<file path="config.mk">
export PLATFORM = sky130hd
export DESIGN_NAME = quad_gen
export DESIGN_NICKNAME = d
export VERILOG_FILES = /design/src/rtl/quad_gen.sv
export SDC_FILE = /design/constraint.sdc
export NUM_CORES = 1
export LEC_CHECK = 0
export CAP_MARGIN = 20
export CORE_MARGIN = 4
export CORE_UTILIZATION = 50
export CTS_CLUSTER_DIAMETER = 150
export DETAILED_ROUTE_END_ITERATION = 7
export GPL_TIMING_DRIVEN = 0
export PLACE_DENSITY = 0.74
export RECOVER_POWER = 25
export SLEW_MARGIN = 15
export SYNTH_ARGS = -nofsm -noshare
export SYNTH_HDL_FRONTEND = slang
export SYNTH_SLANG_ARGS = --single-unit
</file>
<file path="constraint.sdc">
create_clock -name clk -period 6.8 [get_ports clk]
set_input_delay 1.02 -clock clk [delete_from_list [all_inputs] [get_ports clk]]
set_output_delay 1.02 -clock clk [all_outputs]
set_load 0.02 [all_outputs]
</file>
<file path="src/rtl/quad_gen.sv">
// quad_gen: quadrature encoder emulator.
// Walks a 7-bit position toward a latched target, emitting one Gray-coded
// {quad1,quad2} edge every step_div+1 clocks, so that a downstream paddle
// quadrature decoder tracks the same position.
// Optional feature: define QUAD_GEN_DONE_EN to add the one-cycle `done` pulse.
module quad_gen #(
    parameter int DIV_W = 16
) (
    input  logic             clk,
    input  logic             reset,
    input  logic [6:0]       target,
    input  logic             target_valid,
    input  logic [DIV_W-1:0] step_div,
    output logic             quad1,
    output logic             quad2,
    output logic [6:0]       pos,
    output logic             busy
`ifdef QUAD_GEN_DONE_EN
    ,
    output logic             done
`endif
);

    typedef enum logic {
        IDLE = 1'b0,
        MOVE = 1'b1
    } state_t;

    state_t           state_q, state_d;
    logic [1:0]       phase_q, phase_d;   // {quad1, quad2}
    logic [6:0]       tgt_q,   tgt_d;
    logic [6:0]       pos_q,   pos_d;
    logic [DIV_W-1:0] cnt_q,   cnt_d;

    // Up walks 00->01->11->10. With equal phase bits phase B leads, otherwise
    // phase A toggles, so old quad1 XOR new quad2 is always 1 when counting up.
    function automatic logic [1:0] phase_up(input logic [1:0] p);
        return (p[1] ^ p[0]) ? {~p[1], p[0]} : {p[1], ~p[0]};
    endfunction

    // Down is the exact reverse of up.
    function automatic logic [1:0] phase_down(input logic [1:0] p);
        return (p[1] ^ p[0]) ? {p[1], ~p[0]} : {~p[1], p[0]};
    endfunction

    // State register: FSM state, phase, latched target, position and divider.
    // NOTE: sequential state uses non-blocking assignments so every register
    // samples pre-edge values, independent of statement order.
    always_ff @(posedge clk or posedge reset) begin
        if (reset) begin
            state_q <= IDLE;
            phase_q <= 2'b00;
            tgt_q   <= 7'd0;
            pos_q   <= 7'd0;
            cnt_q   <= '0;
        end else begin
            state_q <= state_d;
            phase_q <= phase_d;
            tgt_q   <= tgt_d;
            pos_q   <= pos_d;
            cnt_q   <= cnt_d;
        end
    end

    // Next-state logic: target latching, step cadence and the step itself.
    // NOTE: every signal gets a hold-value default first, so no path through
    // the case statement can leave one unassigned and infer a latch.
    always_comb begin
        state_d = state_q;
        phase_d = phase_q;
        tgt_d   = tgt_q;
        pos_d   = pos_q;
        cnt_d   = cnt_q;
        case (state_q)
            IDLE: begin
                if (target_valid) begin
                    tgt_d = target;
                    if (target != pos_q) begin
                        state_d = MOVE;
                        cnt_d   = step_div;
                    end
                end
            end
            MOVE: begin
                if (target_valid && (target == pos_q)) begin
                    // Retarget onto the current position: stop without stepping.
                    tgt_d   = target;
                    state_d = IDLE;
                end else begin
                    if (cnt_q == '0) begin
                        // A due step still heads toward the old target.
                        cnt_d = step_div;
                        if (tgt_q > pos_q) begin
                            pos_d   = pos_q + 7'd1;
                            phase_d = phase_up(phase_q);
                        end else begin
                            pos_d   = pos_q - 7'd1;
                            phase_d = phase_down(phase_q);
                        end
                    end else begin
                        // Divider is never reloaded by a retarget, keeping cadence.
                        cnt_d = cnt_q - DIV_W'(1);
                    end
                    if (target_valid) begin
                        tgt_d = target;
                    end
                    if (pos_d == tgt_d) begin
                        state_d = IDLE;
                    end
                end
            end
            default: state_d = IDLE;
        endcase
    end

    // Output logic: all outputs come straight from registers.
    always_comb begin
        quad1 = phase_q[1];
        quad2 = phase_q[0];
        pos   = pos_q;
        busy  = (state_q == MOVE);
    end

`ifdef QUAD_GEN_DONE_EN
    logic done_q, done_d;

    // Completion detect: a move ends, or an idle target equals the position.
    always_comb begin
        done_d = ((state_q == MOVE) && (state_d == IDLE)) ||
                 ((state_q == IDLE) && target_valid && (target == pos_q));
    end

    // Register the completion pulse so it lines up with busy falling.
    always_ff @(posedge clk or posedge reset) begin
        if (reset) begin
            done_q <= 1'b0;
        end else begin
            done_q <= done_d;
        end
    end

    assign done = done_q;
`endif

endmodule

</file>
### Yosys cells after proc, flatten, opt, wreduce, memory -nomap -nowiden

Index checks and enable logic that the tools add are counted.

* bits in registers: 33
* input bits: 26
* output and inout port bits: 10
* logic and storage cells: 53

* add/sub/neg operators: 3
* magnitude comparators: 1
* equal/unequal tests: 9
* mux-type cells: 22
* bitwise logic cells: 5
* reductions and logical operators: 7

Operators with widths (number)
* $mux 16: 4
* $mux 7: 8
* $pmux 16 s2: 1
* $logic_not 16->1: 1
* $sub 16x1->16 const B: 1
* $eq 7x7->1: 2
* $pmux 7 s2: 1
* $ne 2x2->1 const B: 5
* $reduce_and 5->1: 2
* $add 7x1->7 const B: 1
* $gt 7x7->1: 1
* $ne 7x7->1: 1
* $sub 7x1->7 const B: 1
* $mux 2: 3
* $mux 1: 4
* $not 1->1: 4
* $reduce_and 3->1: 1
* $ne 2x1->1 const B: 1
* $pmux 1 s2: 1
* $reduce_and 2->1: 1
* $reduce_bool 2->1: 1
* $logic_and 1x1->1: 1
* $xor 1x1->1: 1

### Logic depth before layout (Yosys ltp)

* word-level depth: 9
* depth in mapped cells: 14

### Worst setup path before layout

No wires, ideal clock.

* path type: register -> register
* from: reg pos_q[1] (netlist: pos[1])
* to: reg state_q (netlist: busy)
* library setup time: 0.142 ns
* arrival: 3.137 ns
* required time: 6.658 ns
* path slack: 3.521 ns
* stages on the path, launching flop included: 15
* buffers on the path: 1
* period minus slack after synthesis: 3.279 ns
* path through: dfrtp_1 inv_1 ha_1 nand3b_1 a21oi_1 o22a_1 clkbuf_1 inv_1 ha_1 o21ai_0 o211a_1 a2111oi_0 o21ai_0 xnor2_1 a41oi_1

* word-level cells in the longest chain between the ends: 9
* elaborated cells between the ends (all ways): 16

Ends and longest elaborated chain
* from (decl): line 32 `logic [6:0] pos_q, pos_d;`
* from (signal assigned): line 60 `pos_q <= pos_d;`
* $sub 7x1->7 (tied with other cells): line 97 `pos_d = pos_q - 7'd1;`
* $mux 7: line 93 `if (tgt_q > pos_q) begin`
* $mux 7: line 90 `if (cnt_q == '0) begin`
* $mux 7: line 85 `if (target_valid && (target == pos_q)) begin`
* $mux 7: line 74 `case (state_q)`
* $eq 7x7->1: line 107 `if (pos_d == tgt_d) begin`
* $mux 1: line 107
* $mux 1: line 85
* $pmux 1 s2 *: line 74
* via state_d: line 29 `state_t state_q, state_d;`
* to (signal assigned): line 57 `state_q <= state_d;`
* to (decl): line 29

The timed path passes the listed nets; every way through them passes the cells marked *. The select of a mux whose other input is x is not followed.
A chain may end at the register's enable or synchronous reset.

### Final worst setup path

* from: reg pos_q[4] (netlist: pos[4])
* to: reg state_q (netlist: busy)

The elaborated chain is that of the path after synthesis.

==> impl_metrics.env <==
export IMPL_core_area_mm2=0.00475
export IMPL_n_antenna_cell=0
export IMPL_cts_clk_slew_worst_paths_ns=0.07
export IMPL_ctsHoldBuffers=0
export IMPL_final_util=0.631
export IMPL_min_path_type="reg2reg"
export IMPL_synthMuxAreaShare=0.0595
export IMPL_root_buffer="clkbuf_8"
export IMPL_synth_edff_count=0
export IMPL_syn_cell_area_mm2=0.00246
export IMPL_grt_pass1_wl_mm=9.81
export IMPL_setup_ws_ns=2.96
export IMPL_gp_congestion=0.813
export IMPL_ant_nets=0
export IMPL_ys_seq_area_frac=0.336
export IMPL_clkLatencyLatePin_ns=0.29
export IMPL_cts_sinks=33
export IMPL_worstMarginPinSlew_ns=1.30
export IMPL_hold_viol_final=0
export IMPL_avgSynthCellArea_um2=9.11
export IMPL_min_period_ns=3.84
export IMPL_maxCapViolations=0
export IMPL_dieHeight_um=78.1
export IMPL_endpoint_kind="flip-flop"
export IMPL_portBuffers=34
export IMPL_syn_inst=270
export IMPL_cts_buffers=5
export IMPL_total_leakage_power_nw=1.26
export IMPL_tritoncts="yes"
export IMPL_die_w_um=78.1
export IMPL_rsz0062_at_grt="false"
export IMPL_first_iter_violations=102
export IMPL_cts_setup_buffers=0
export IMPL_fmax_mhz=260
export IMPL_synth_fa_ha_area_frac=0.105
export IMPL_vdd_ir_drop_max_uv=120
export IMPL_synth_nets=316
export IMPL_route_detailed_drc=0
export IMPL_grt_util_all_layers=0.204
export IMPL_post_route_cells_drive_above_1_share=0.0705
export IMPL_fillCellCount=422
export IMPL_ios=36
export IMPL_async_reset_ff_frac=1.00
export IMPL_wl_per_cell_um=15.5
export IMPL_hpwl_mm=4.39
export IMPL_setup_tns_final_ns=0
export IMPL_startpoint_type="flip-flop"
export IMPL_path_cells="inv_1 > ha_1 > nand4_1 > a21oi_1 > o22a_1 > clkbuf_1 > inv_1 > ha_1 > o21ai_0 > o211a_1 > a2111oi_0 > o21ai_0 > xnor2_1 > a41oi_1"
export IMPL_worstPathArrival_ns=3.99
export IMPL_syn_to_final_growth_pct=22.0
export IMPL_synth_xor_area_share=0.0839
export IMPL_crit_required_ns=6.95
export IMPL_dieArea_mm2=0.00611
export IMPL_rows=25
export IMPL_drv_slew=0
export IMPL_max_slew_margin_rel=0.134
export IMPL_synth_cell_types=51
export IMPL_pwr_density_cell_mw_per_mm2=251
export IMPL_grt_pass1_vias=2084
export IMPL_clk_path_buf_depth=2
export IMPL_hold_slack_ns=0.521
export IMPL_nNetsFinal=357
export IMPL_worst_clock_skew_ns=0.00778
export IMPL_start_util=0.517
export IMPL_antenna_found_initial=0
export IMPL_synth_simple_gate_area_frac=0.179
export IMPL_overflow=0
export IMPL_finalCritPeriodShare=0.565
export IMPL_cts_htree_levels=2
export IMPL_synth_compound_gate_area_share=0.180
export IMPL_final_cell_mix="dfrtp_1 (33), clkdlybuf4s50_1 (33), o21ai_0 (26), inv_1 (22), a21oi_1 (21)"
export IMPL_cp_slowest_stage_delay_ns=0.55
export IMPL_crit_path_top_delay_cell="a2111oi_0"
export IMPL_outcome="completed"
export IMPL_crit_path_max_fanout=6
export IMPL_avgViaCountPerCell=5.65
export IMPL_setup_viol=0
export IMPL_vias=2141
export IMPL_crit_type="reg2reg"
export IMPL_ys_ff_latch=33
export IMPL_post_place_ws_ns=3.02
export IMPL_cts_resized_gates=0
export IMPL_synth_top_family_by_area="compound AO/OA/AOI/OAI gates"
export IMPL_yosys_most_used_dff="dfrtp_1"
export IMPL_routed_wirelength_mm=5.89
export IMPL_grt_max_degree=34
export IMPL_drt_first_pass_iters=5
export IMPL_yosys_warnings=0
## cell usage after synthesis (all sizes together), types with 4 or more instances
library cell	count	share of area
nand2	18	0.028
mux2	5	0.023
xor2	7	0.025
a21oi	21	0.043
nor2	13	0.020
nor3	9	0.018
nor4	5	0.019
buf	4	0.015
clkbuf	6	0.0092
inv	22	0.034
mux2i	9	0.037
xnor2	14	0.050
nand3	5	0.010
o21ai	28	0.057
dfrtp	33	0.34
nand4	4	0.010
ha	19	0.097
nor3b	5	0.015
## final timing paths
check | startpoint | slack [ns] | depth (start not counted) | to
max | pos[4]$_DFFE_PP0P_ | 2.96 | 14 | busy$_DFF_PP0_
min | cnt_q[15]$_DFFE_PP0P_ | 0.52 | 1 | cnt_q[15]$_DFFE_PP0P_
max reg2reg | pos[4]$_DFFE_PP0P_ | 2.96 | 14 | busy$_DFF_PP0_
min reg2reg | cnt_q[15]$_DFFE_PP0P_ | 0.52 | 1 | cnt_q[15]$_DFFE_PP0P_
max in group asynchronous | reset | 4.50 | 2 | pos[1]$_DFFE_PP0P_
min in group asynchronous | reset | 1.53 | 2 | phase_q[0]$_DFFE_PP0P_
## state kept, by name (all words and copies together) (netlist names)
| name | count |
|---|---|
| cnt_q | 16 |
| busy | 1 |
| tgt_q | 7 |
| phase_q | 2 |
| pos | 7 |
## area by class of cell
type	instances	area, um2	area share
inverter	22	82.6	0.0275
multi-input combinational	205	1490	0.497
sequential	33	826	0.275
clock buffer	7	86.3	0.0288
tap	67	83.8	0.0279
clock inverter	1	30.0	0.0100
buffer	10	58.8	0.0196
timing repair buffer	34	340	0.113
## metrics by stage
stage,power (W),cells,instance area (um2)
after global placement,0.000546,371,2880
after detailed placement,0.000557,371,2880
final,0.000754,379,3000
after floorplan,0.000484,270,2460
after CTS,0.000757,379,3000
after global routing,0.000808,379,3000
## worst max-delay path: cells and delay by family (launching register included)
family,cells,cell delay (ns)
xor gates and xnor gates,1,0.17
and+or+nand+nor,1,0.12
adders and majority gates,2,0.72
AOI/OAI and AO/OA,7,1.53
DFF,1,0.51
buffers and inverters,3,0.63
## routing by layer
layer,up-vias,part of all wire,track usage
met2,63,0.47,0.324
met4,0,0.015,0.0682
met3,8,0.055,0.0493
li1,1062,-,-
met5,-,0,0
met1,1008,0.46,0.274
## report_power, final
| group | internal (W) | switching [W] | leakage, nW |
|---|---|---|---|
| registers | 0.000249 | 0.0000631 | 0.398 |
| clock network | 0.000120 | 0.0000784 | 0.0585 |
| logic | 0.000117 | 0.000127 | 0.809 |
| total | 0.000486 | 0.000269 | 1.26 |
## kinds of logic after synthesis
logic type,Yosys count
flops,33
mux,14
simple gates,75
xor+xnor,22
buf+inv,32
fa+ha+maj,20
compound gates,74
Note: power is estimated with default switching activity, not from simulation.
==> RTL edit 1: new RTL, config.mk and constraints unchanged <==
The option `QUAD_GEN_DONE_EN` is turned on by a define.
--- a/src/rtl/quad_gen.sv
+++ b/src/rtl/quad_gen.sv
@@ -3,6 +3,8 @@
 // {quad1,quad2} edge every step_div+1 clocks, so that a downstream paddle
 // quadrature decoder tracks the same position.
 // Optional feature: define QUAD_GEN_DONE_EN to add the one-cycle `done` pulse.
+`define QUAD_GEN_DONE_EN
+
 module quad_gen #(
     parameter int DIV_W = 16
 ) (
Check against the original RTL (old outputs only; new: done): equivalent (equiv_simple and equiv_induct, registers matched by name and starting in step).
==> RTL edit 1 against the unedited design <==
Final area fell by 0.21%. Sequential cell count rose by 1. Die area fell by 0.50%. Routed wire length fell by 3.7%. Setup slack got worse by 160 ps. Area after synthesis fell by 0.56%. Critical endpoint is now done. Sequential share of layout area rose by 0.89 points. Power rose by 22%.
==> RTL edit 1: results (changes against the unedited design) <==
Parameter                              Value

Global route
  GR Layer Usage met3    0.0441 (-0.00523)
  Met2 track demand over resource in global routing    0.307 (-0.0171)
  Largest net degree at the start of global routing    35 (+2.9%)
  Vias in the first global route    1990 (-4.5%)
  All-layer global routing usage    0.196 (-0.00885)
  Wire length of the first global-routing pass    9510 um (-3.1%)
  Met1 capacity usage during global routing    0.272 (-0.00205)

Placement
  Number of input and output port buffers inserted    35 (+2.9%)
  Place WS    2790 ps (-229 ps)
  Final weighted congestion of routability-driven global placement    0.901 (+11%)
  DPL Wire Length    4280 um (-2.4%)

Layout
  Share of post-route cells with drive strength above 1    0.0564 (-0.0141)
  Fill cell total of the finished layout    417 (-1.2%)
  Number of nets at the end of the flow    364 (+2.0%)
  Max reg flops    16 (unchanged)

Power and ir drop
  Static Leakage    1.27 nW (+0.43%)
  Clock share of power    0.206 (-0.057)
  Comb. pwr    0.000389 W (+59%)
  Clock group power    0.000190 W (-4%)
  Worst vdd ir    0.159 mV (+32%)
  Switching part of the total power    0.404 (+0.0483)

Synth
  Synthesized-area fraction occupied by xor and xnor cells    0.0716 (-0.0123)
  Complex-gate fraction of the synthesized area    0.169 (-0.0113)
  Proportion of synthesized area in mux cells    0.0777 (+0.0182)
  Share of synthesized cell area in full adder, half adder and majority cells    0.105 (+0.000590)
  Synth cell count leaders    sky130_fd_sc_hd__dfrtp_1, sky130_fd_sc_hd__o21ai_0, sky130_fd_sc_hd__nor2_1
  Leading post-synthesis cells by cell area    sky130_fd_sc_hd__dfrtp_1, sky130_fd_sc_hd__ha_1, sky130_fd_sc_hd__o21ai_0
  Sequential fraction of the synthesis area    0.348 (+0.0121)
  Yosys warns    0 (unchanged)
  Distinct cells, synth    45 (-12%)
  Net count after synthesis    322 (+1.9%)

Routing
  Via-to-Cell Ratio    5.77 (+2.1%)
  Max Used Layer    met4
  Detailed-routed wire length on met3    397 um (+24%)
  DRC marker count from the first detailed-route iteration    261 (+160%)
  WL/cell    14.7 um (-5.4%)
  Metal2 WL    2560 um (-6.5%)
  Routed length on met1    2640 um (-3.6%)

Critical path
  CP max stage cell    sky130_fd_sc_hd__or4_1
  Family of cells with the greatest summed delay on the critical path    simple AND/OR/NAND/NOR gates
  Data arrival time of the critical path    4200 ps (+210 ps)

Run status
  Status    completed

Timing
  Setup skew after layout    13.5 ps (+5.70 ps)
  Worst slew margin relative to its limit    0.124 (-0.00978)

Clock network
  Clk Tree Root Cell    sky130_fd_sc_hd__clkbuf_8

Worst hold path
  Startpoint of the lowest-slack hold path    tgt_q[1]
==> RTL edit 1: metrics by stage <==
stage | cell area, um^2 | instances | hold slack, ps
6_report | 2990 | 386 | 541
5_1_grt | 2990 | 386 | 584
4_1_cts | 2990 | 386 | 548
3_5_place_dp | 2880 | 378 | 531
3_3_place_gp | 2880 | 378 | 517
2_1_floorplan | 2450 | 276 | 489
==> RTL edit 1: area by class of cell <==
class,count,area (um^2),share of cell area
Clock buffer,5,68.8,0.0230
Buffer,9,33.8,0.0113
Tap cell,67,83.8,0.0280
Sequential cell,34,851,0.284
Clock inverter,3,45.0,0.0150
Inverter,21,78.8,0.0263
Multi-Input combinational cell,212,1480,0.495
Timing Repair Buffer,35,350,0.117
==> RTL edit 1: path summary, 6_finish.rpt <==
kind	to	slack, ps	depth (start not counted)
min in group asynchronous	pos[4]	1530	2
worst max-delay path	done	2790	15
worst min register to register	tgt_q[1]	540	1
worst max register to register	done	2790	15
max in group asynchronous	cnt_q[2]	4490	2
worst min-delay path	tgt_q[1]	540	1
==> RTL edit 2: new RTL, config.mk and constraints unchanged <==
Without the edit above. Register the output `pos`, with the module's reset; this adds one clock of latency there. The other outputs are not delayed to match.
--- a/src/rtl/quad_gen.sv
+++ b/src/rtl/quad_gen.sv
@@ -25,6 +25,8 @@
         IDLE = 1'b0,
         MOVE = 1'b1
     } state_t;
+
+    logic [6:0] pos_c;
 
     state_t           state_q, state_d;
     logic [1:0]       phase_q, phase_d;   // {quad1, quad2}
@@ -117,7 +119,7 @@
     always_comb begin
         quad1 = phase_q[1];
         quad2 = phase_q[0];
-        pos   = pos_q;
+        pos_c = pos_q;
         busy  = (state_q == MOVE);
     end
 
@@ -142,5 +144,13 @@
     assign done = done_q;
 `endif
 
+    always_ff @(posedge clk or posedge reset) begin
+        if (reset) begin
+            pos <= '0;
+        end else begin
+            pos <= pos_c;
+        end
+    end
+
 endmodule
 
Formal check against the unedited RTL: not equivalent (a bounded check fails within 4 cycles, from zero or initial values and one cycle with reset high).
==> RTL edit 2 against the unedited design <==
Final area up 6.0%. Routed wire length up 7.7%. Setup slack better by 140 ps. Die area up 7.4%. Sequential cell count up 7. Power up 4.3%. Area after synthesis up 8.2%. Critical path depth unchanged. Final cell count up 6.6%. Critical endpoint unchanged. Highest routed layer unchanged.
==> RTL edit 2: results (changes against the unedited design) <==
Parameter                              Value

Worst hold path
  Number of cells on the worst hold path    0 (-1)
  Endpoint, Worst Hold    pos[0]
  Startpoint of the lowest-slack hold path    pos_c[0]

Layout
  Cell area after layout    3180 um^2 (+6.0%)
  Number of nets at the end of the flow    379 (+6.2%)
  Fill cell total of the finished layout    450 (+6.6%)
  Share of post-route cells with drive strength above 1    0.0659 (-0.00464)

Synth
  Distinct cells, synth    56 (+9.8%)
  Proportion of synthesized area in mux cells    0.0578 (-0.00171)
  Number of flip-flops and latches in the synthesized netlist    40 (+21%)
  Net count after synthesis    337 (+6.6%)
  Synth cell count leaders    sky130_fd_sc_hd__dfrtp_1, sky130_fd_sc_hd__inv_1, sky130_fd_sc_hd__nor2_1
  Complex-gate fraction of the synthesized area    0.183 (+0.00321)
  Synthesized-area fraction occupied by xor and xnor cells    0.0592 (-0.0247)
  Leading post-synthesis cells by cell area    sky130_fd_sc_hd__dfrtp_1, sky130_fd_sc_hd__ha_1, sky130_fd_sc_hd__mux2i_1
  Share of synthesized cell area in full adder, half adder and majority cells    0.0968 (-0.00798)

Clock network
  Clk Tree Root Cell    sky130_fd_sc_hd__clkbuf_8
  Clock edge transition at the registers on the reported setup and hold paths    90 ps (+20 ps)

Critical path
  CP max stage cell    sky130_fd_sc_hd__dfrtp_1
  Data arrival time of the critical path    3900 ps (-90 ps)
  Max incr delay on CP    460 ps (-90 ps)
  Startpoint of the worst setup timing path    pos_c[1]

Timing
  Setup skew after layout    10.3 ps (+2.49 ps)
  Worst hold margin    412 ps (-108 ps)
  Min cycle time layout    3700 ps (-142 ps)
  Worst Tran Pin Value    1440 ps (+146 ps)

Placement
  DPL Wire Length    4720 um (+7.5%)
  Place WS    3120 ps (+99.5 ps)
  Final weighted congestion of routability-driven global placement    0.882 (+8.5%)
  Placed instance area    3110 um^2 (+7.9%)

Run status
  Status    completed

Routing
  Detailed-router iteration count before antenna repair    4 (-1)
  DRC marker count from the first detailed-route iteration    156 (+53%)
  Routed wire length    6340 um (+7.7%)
  Via count of the routed design    2328 (+8.7%)

Global route
  Largest net degree at the start of global routing    27 (-21%)
  All-layer global routing usage    0.207 (+0.00261)
  Wire length of the first global-routing pass    10600 um (+8.0%)
  Vias in the first global route    2218 (+6.4%)

Power and ir drop
  Worst vdd ir    0.135 mV (+12%)
  Static Leakage    1.36 nW (+7.9%)
[RTL edit 2: cell types whose count changed in the layout (fill, tap and decap cells not counted), moves of 4 or more]
cell and change:
sky130_fd_sc_hd__a21oi_1 -7, sky130_fd_sc_hd__dfrtp_1 +7, sky130_fd_sc_hd__mux2_1 -4, sky130_fd_sc_hd__inv_1 +6, sky130_fd_sc_hd__xnor2_1 -4, sky130_fd_sc_hd__nor2_1 +11, sky130_fd_sc_hd__nand2_1 -7
[RTL edit 2: final cells by class]
class	count	area share
buffer	11	0.0157
clock buffer	5	0.0216
multi-input combinational	212	0.473
inverter	28	0.0330
sequential	40	0.315
tap	70	0.0275
timing repair buffer	35	0.108
clock inverter	3	0.00590
[RTL edit 2: cell families (layout without fill, tap and decap cells)]
family,Yosys count,in the layout
DFF,40,40
muxes,15,15
and+or+nand+nor,84,84
adders and majority gates,20,20
xor gates and xnor gates,18,18
buffers and inverters,39,82
AOI/OAI and AO/OA,75,75
[RTL edit 2: through the flow]
stage | instances | total power [W]
final | 404 | 0.000787
after detailed placement | 396 | 0.000628
after floorplan | 291 | 0.000546
after CTS | 404 | 0.000786
after global placement | 395 | 0.000616
after global routing | 404 | 0.000848
[RTL edit 2: per-layer routing]
metal  vias up  GRT usage  share of wire  routed length [um]
met3        11     0.0355          0.072                 454
li1       1130          -              -                   -
met2        89      0.323           0.45                2860
met5         -          0              0                   0
met1      1098      0.297           0.46                2920
met4         0     0.0541          0.015                  98
[RTL edit 2: where the power goes]
part | switching [W] | leakage (nW) | internal (W)
Combinational | 0.000149 | 0.842 | 0.000126
Sequential | 0.0000614 | 0.475 | 0.000293
Clock | 0.0000856 | 0.0479 | 0.0000716
